[src/rtl/mem_port_arbiter_if.sv]
// Requester-side memory port: request/grant handshake plus read return.
interface mem_port_arbiter_if #(
  parameter int ADDR_W = 8,
  parameter int DATA_W = 32
);
  logic              req;
  logic              we;
  logic [ADDR_W-1:0] addr;
  logic [DATA_W-1:0] wdata;
  logic              gnt;
  logic              rvalid;
  logic [DATA_W-1:0] rdata;

  modport master (output req, we, addr, wdata, input gnt, rvalid, rdata);
  modport slave  (input req, we, addr, wdata, output gnt, rvalid, rdata);
endinterface

[src/rtl/mem_port_arbiter.sv]
// Two-requester arbiter for one single-port memory: m0 has priority, m1 is
// guaranteed a grant after STARVE_MAX consecutive contested m0 wins.
module mem_port_arbiter #(
  parameter int STARVE_MAX = 4,
  parameter int ADDR_W     = 8,
  parameter int DATA_W     = 32
) (
  input  logic              clk,
  input  logic              rst_n,
  mem_port_arbiter_if.slave m0,
  mem_port_arbiter_if.slave m1,
  output logic [ADDR_W-1:0] mem_addr,
  output logic [DATA_W-1:0] mem_wdata,
  output logic              mem_we,
  output logic              mem_re,
  input  logic [DATA_W-1:0] mem_rdata
);
  localparam logic [3:0] STARVE_LIM = 4'(STARVE_MAX);

  logic [3:0]        starve_q, starve_d;
  logic              tag_vld_q, tag_vld_d;
  logic              tag_own_q, tag_own_d;
  logic [DATA_W-1:0] rdata0_q, rdata0_d;
  logic [DATA_W-1:0] rdata1_q, rdata1_d;

  logic g0, g1, contested, win_we, rv0, rv1;

  // Grants are masked by reset so nothing reaches memory while rst_n is low.
  always_comb begin
    contested = m0.req & m1.req;
    g1        = rst_n & m1.req & (~m0.req | (starve_q == STARVE_LIM));
    g0        = rst_n & m0.req & ~g1;
    win_we    = g1 ? m1.we : m0.we;

    m0.gnt    = g0;
    m1.gnt    = g1;
    mem_we    = (g0 | g1) & win_we;
    mem_re    = (g0 | g1) & ~win_we;
    mem_addr  = g1 ? m1.addr  : (g0 ? m0.addr  : '0);
    mem_wdata = g1 ? m1.wdata : (g0 ? m0.wdata : '0);
  end

  always_comb begin
    starve_d = starve_q;
    if (g1)                  starve_d = 4'd0;
    else if (g0 & contested) starve_d = starve_q + 4'd1;
    tag_vld_d = (g0 | g1) & ~win_we;
    tag_own_d = g1;
  end

  // Return data passes straight through in the return cycle and is held after.
  always_comb begin
    rv0       = tag_vld_q & ~tag_own_q;
    rv1       = tag_vld_q & tag_own_q;
    m0.rvalid = rv0;
    m1.rvalid = rv1;
    m0.rdata  = rv0 ? mem_rdata : rdata0_q;
    m1.rdata  = rv1 ? mem_rdata : rdata1_q;
    rdata0_d  = m0.rdata;
    rdata1_d  = m1.rdata;
  end

  always_ff @(posedge clk or negedge rst_n) begin
    if (!rst_n) begin
      starve_q  <= 4'd0;
      tag_vld_q <= 1'b0;
      tag_own_q <= 1'b0;
      rdata0_q  <= '0;
      rdata1_q  <= '0;
    end else begin
      starve_q  <= starve_d;
      tag_vld_q <= tag_vld_d;
      tag_own_q <= tag_own_d;
      rdata0_q  <= rdata0_d;
      rdata1_q  <= rdata1_d;
    end
  end
endmodule

[src/flat_wrapper.sv]
// flat-port wrapper written by rule: the top's interface ports become plain ports
module mem_port_arbiter_flat 
#(
  parameter int STARVE_MAX = 4,
  parameter int ADDR_W     = 8,
  parameter int DATA_W     = 32
)
  (clk, rst_n, mem_addr, mem_wdata, mem_we, mem_re, mem_rdata, m0_req, m0_we, m0_addr, m0_wdata, m0_gnt, m0_rvalid, m0_rdata, m1_req, m1_we, m1_addr, m1_wdata, m1_gnt, m1_rvalid, m1_rdata);
  mem_port_arbiter_if #(.ADDR_W(ADDR_W), .DATA_W(DATA_W)) m0_i ();
  mem_port_arbiter_if #(.ADDR_W(ADDR_W), .DATA_W(DATA_W)) m1_i ();
  input  logic clk;
  input  logic rst_n;
  output logic [ADDR_W-1:0] mem_addr;
  output logic [DATA_W-1:0] mem_wdata;
  output logic mem_we;
  output logic mem_re;
  input  logic [DATA_W-1:0] mem_rdata;
  input wire logic [$bits(m0_i.req)-1:0] m0_req;
  input wire logic [$bits(m0_i.we)-1:0] m0_we;
  input wire logic [$bits(m0_i.addr)-1:0] m0_addr;
  input wire logic [$bits(m0_i.wdata)-1:0] m0_wdata;
  output wire logic [$bits(m0_i.gnt)-1:0] m0_gnt;
  output wire logic [$bits(m0_i.rvalid)-1:0] m0_rvalid;
  output wire logic [$bits(m0_i.rdata)-1:0] m0_rdata;
  input wire logic [$bits(m1_i.req)-1:0] m1_req;
  input wire logic [$bits(m1_i.we)-1:0] m1_we;
  input wire logic [$bits(m1_i.addr)-1:0] m1_addr;
  input wire logic [$bits(m1_i.wdata)-1:0] m1_wdata;
  output wire logic [$bits(m1_i.gnt)-1:0] m1_gnt;
  output wire logic [$bits(m1_i.rvalid)-1:0] m1_rvalid;
  output wire logic [$bits(m1_i.rdata)-1:0] m1_rdata;
  assign m0_i.req = m0_req;
  assign m0_i.we = m0_we;
  assign m0_i.addr = m0_addr;
  assign m0_i.wdata = m0_wdata;
  assign m0_gnt = m0_i.gnt;
  assign m0_rvalid = m0_i.rvalid;
  assign m0_rdata = m0_i.rdata;
  assign m1_i.req = m1_req;
  assign m1_i.we = m1_we;
  assign m1_i.addr = m1_addr;
  assign m1_i.wdata = m1_wdata;
  assign m1_gnt = m1_i.gnt;
  assign m1_rvalid = m1_i.rvalid;
  assign m1_rdata = m1_i.rdata;
  mem_port_arbiter #(.STARVE_MAX(STARVE_MAX), .ADDR_W(ADDR_W), .DATA_W(DATA_W)) u_core (.clk(clk), .rst_n(rst_n), .m0(m0_i), .m1(m1_i), .mem_addr(mem_addr), .mem_wdata(mem_wdata), .mem_we(mem_we), .mem_re(mem_re), .mem_rdata(mem_rdata));
endmodule
[config.mk]
export PLATFORM = sky130hd
export DESIGN_NAME = mem_port_arbiter_flat
export DESIGN_NICKNAME = d
export VERILOG_FILES = /design/src/rtl/mem_port_arbiter_if.sv /design/src/rtl/mem_port_arbiter.sv /design/src/flat_wrapper.sv
export SDC_FILE = /design/constraint.sdc
export NUM_CORES = 1
export LEC_CHECK = 0
export BUFFER_PORTS_ARGS = -buffer_cell sky130_fd_sc_hd__buf_2
export CORE_ASPECT_RATIO = 1.2
export CORE_MARGIN = 2
export CORE_UTILIZATION = 44
export CTS_CLUSTER_DIAMETER = 100
export DETAILED_ROUTE_END_ITERATION = 10
export PLACE_DENSITY = 0.95
export RECOVER_POWER = 25
export SYNTH_ARGS = -nofsm -noshare
export SYNTH_HDL_FRONTEND = slang
export SYNTH_SLANG_ARGS = --single-unit
export TNS_END_PERCENT = 100
[constraint.sdc]
create_clock -name clk -period 4.6 [get_ports clk]
set_input_delay 0.92 -clock clk [delete_from_list [all_inputs] [get_ports clk]]
set_output_delay 0.92 -clock clk [all_outputs]
set_load 0.02 [all_outputs]
==> flow_summary.ini <==
[critical_path]
crit_buf_inv = 2
critPathKind = in2out
crit_required_ns = 3.68
cp-end-kind = primary output
cp-start-kind = input pin
slowest_delay_ns = 0.86
reg2reg_from = u_core.tag_own_q
cp.arrival_ns = 2.82
r2r_end = u_core.rdata1_q[3]
crit_chain = buf_2, nand2_2, a21oi_4, a22o_1, buf_2
rr_worst_depth = 3
rrSetupSlack_ns = 2.17
slowest_stage = a21oi_4
crit_path_frequent_cell = buf_2
critical_path.top_delay_family = compound AO/OA/AOI/OAI gates
cp_max_fo = 46

[floorplanning]
core_sq_um = 6900
start_util_pct = 46.0
die_y_um = 97.0
die_w_um = 81.5
die_area_sq_um = 7910
rows = 33
ios = 228

[logic_synthesis]
ys_seq_elements = 70
synth_edf_count = 0
synth_area_per_cell_sq_um = 14.4
synth-seq-area-share_pct = 55.2
synth_cell_types = 24
synth_largest_area_cell = dfrtp_1
synthCells = 221
synth_area_leaders = dfrtp_1 (55%), mux2_2 (23%), a22o_1 (11%)
syn-cell-area_sq_um = 3170
synth_fp_nets = 341
synth_top_area_share_pct = 55.2
yosysWarnings = 0
ys.flop_type = dfrtp_1
async_flop_share_pct = 100

[clocking]
clk_latency_ns = 0.34
clkSinkCount = 70
cts_root_buffer = clkbuf_8
cts_buffers = 9
htreeDepth = 3
cts_hold_buf = 0
cts_tree = built
clk_pin_slew_ns = 0.08
cts_resized = 0
post_cts_buffers = 0
cts_buffer_depth = 2

[layout]
fin_util_pct = 66.0
finalNetCount = 566
area_growth_pct = 43.3
final_cell_count_no_fill = 544
layout-drive-gt1-share_pct = 65.2
seq_area_sq_um = 1750
fillers = 535
multiInputGateArea_sq_um = 1290

[route]
finalWirelength_um = 10400
routedWlPerCell_um = 19.0
drt-initial-drc-count = 131
drc = 0
drtPass1Iterations = 4
vias = 2802
routed_via_density = 5.15
final_antenna_net_count = 0

[global_routing]
grt_pass1_wl_um = 15100
grt_max_degree = 61
antenna_found_initial = 8
grt_pass1_vias = 2849
overflow = 0
grt_util_all_layers_pct = 26.3

[timing]
worst_pin_slew_ns = 1.64
rsz0062_at_grt = false
finalSetupViolations = 0
drv_slew = 30
slew_headroom_pct = -9.09
hold_viol_final = 0
fin_hold_ws_ns = 0.481
fmax_mhz = 267
fin_crit_sh_pct = 81.3
setup_tns_ns = 0
timing.final.crit_period_ns = 3.74
setup_slack_ns = 0.861
fin_worst_skew_ns = 0.0100

[power]
power_density_nw_per_um2 = 467
p_leak_nw = 2.41
ir_drop_uv = 256

[run]
cap_violations = 1

[hold_path]
hold_class = in2async

[placed_design]
numPortBuffers = 227
hpwlAfterDp_um = 8350
dp_cells = 522
place.gp.congestion = 0.809
place_ws_ns = 0.848

[outcome]
status = finished, violations left
violations = max-capacitance violations, max-slew violations
==> area by class of cell <==
| type | instances | area share, % |
|---|---|---|
| Clock inverter | 6 | 2.06 |
| Clock buffer | 10 | 2.81 |
| Antenna cell | 6 | 0.330 |
| Sequential cell | 70 | 38.5 |
| Tap cell | 87 | 2.39 |
| Inverter | 5 | 0.413 |
| Multi-Input combinational cell | 131 | 28.3 |
| Timing Repair Buffer | 229 | 25.2 |
==> report_power, final <==
group | total [W] | switching [W] | leakage, nW | internal (W)
combinational | 0.000762 | 0.000466 | 1.47 | 0.000296
clock | 0.000546 | 0.000236 | 0.107 | 0.000309
sequential | 0.000818 | 0.0000478 | 0.830 | 0.000770
==> cells by family (layout without fill, tap and decap cells) <==
kind of cell	count (synthesis)	count (layout)	synth area share, %
AO/OA/AOI/OAI	50	50	13.6
XOR/XNOR	1	1	0.276
adder cells (fa/ha/maj)	2	2	0.788
buffers and inverters	20	250	4.53
flip-flops	70	70	55.2
multiplexers	64	64	22.7
other	0	6	0
AND/OR/NAND/NOR	14	14	2.88
==> how the worst max path moves through the flow <==
stage	cells past startpoint	slack, ns	from	to
global placement	5	0.95	rst_n	mem_addr[2]
floorplan	4	1.96	rst_n	mem_we
finish	5	0.86	rst_n	mem_addr[4]
detailed placement	5	0.85	rst_n	mem_addr[4]
global route	4	0.66	u_core.tag_own_q	m1_rdata[23]
CTS	5	0.82	rst_n	mem_addr[4]
==> through the flow <==
stage                     total power [W]  cell area [sq um]
final                             0.00212               4550
after global routing              0.00224               4540
after CTS                         0.00216               4540
after detailed placement          0.00161               4320
after global placement            0.00157               4320
after floorplan                   0.00131               3170
==> synthesized netlist by cell type, types with 2 or more instances <==
cell type	n
buf_6	8
mux2_2	64
dfrtp_1	70
nand3_1	2
inv_1	5
nand4_1	2
buf_2	7
nand2_1	3
ha_1	2
a21oi_4	2
o21ai_0	4
a22o_1	40
==> metal layers <==
layer  global-route usage, %  vias to the layer above  routed length [um]
met5                       0                        -                  30
met4                    9.52                        4                 180
met3                    12.0                       17                1120
met2                    45.4                      164                5390
met1                    27.3                     1339                3640
li1                        -                     1278                   -
==> flip-flops by register name, summed over array words and instances (netlist names) <==
| register | cells |
|---|---|
| u_core.rdata0_q | 32 |
| u_core.tag_own_q | 1 |
| u_core.rdata1_q | 32 |
| u_core.tag_vld_q | 1 |
| u_core.starve_q | 4 |
==> cell usage in the layout, fill, tap and decap left out <==
| master | synthesis | final |
|---|---|---|
| buf_2 | 7 | 227 |
| dfrtp_1 | 70 | 70 |
| mux2_2 | 64 | 46 |
| a22o_1 | 40 | 40 |
| mux2_1 | 0 | 18 |
| clkbuf_8 | 0 | 9 |
| diode_2 | 0 | 6 |
| inv_1 | 5 | 5 |
| o21ai_0 | 4 | 4 |
| nand2_1 | 3 | 3 |
| a21oi_4 | 2 | 2 |
| nand3_1 | 2 | 2 |
| nand4_1 | 2 | 2 |
| ha_1 | 2 | 2 |
| clkinv_4 | 0 | 2 |
| bufinv_16 | 0 | 2 |
| clkbuf_1 | 0 | 2 |
| nand3b_4 | 1 | 1 |
| nand2_2 | 1 | 1 |
| and3b_1 | 1 | 1 |
| nor2b_4 | 0 | 1 |
| o21a_1 | 1 | 1 |
| and2_0 | 0 | 1 |
| o211ai_1 | 1 | 1 |
| o211a_1 | 1 | 1 |
| xor2_1 | 1 | 1 |
| nor2_1 | 1 | 1 |
| or3_1 | 1 | 1 |
| a21oi_1 | 1 | 1 |
| inv_6 | 0 | 1 |
| clkinvlp_4 | 0 | 1 |
| buf_4 | 0 | 1 |
Power figures use the tool's default switching activity.
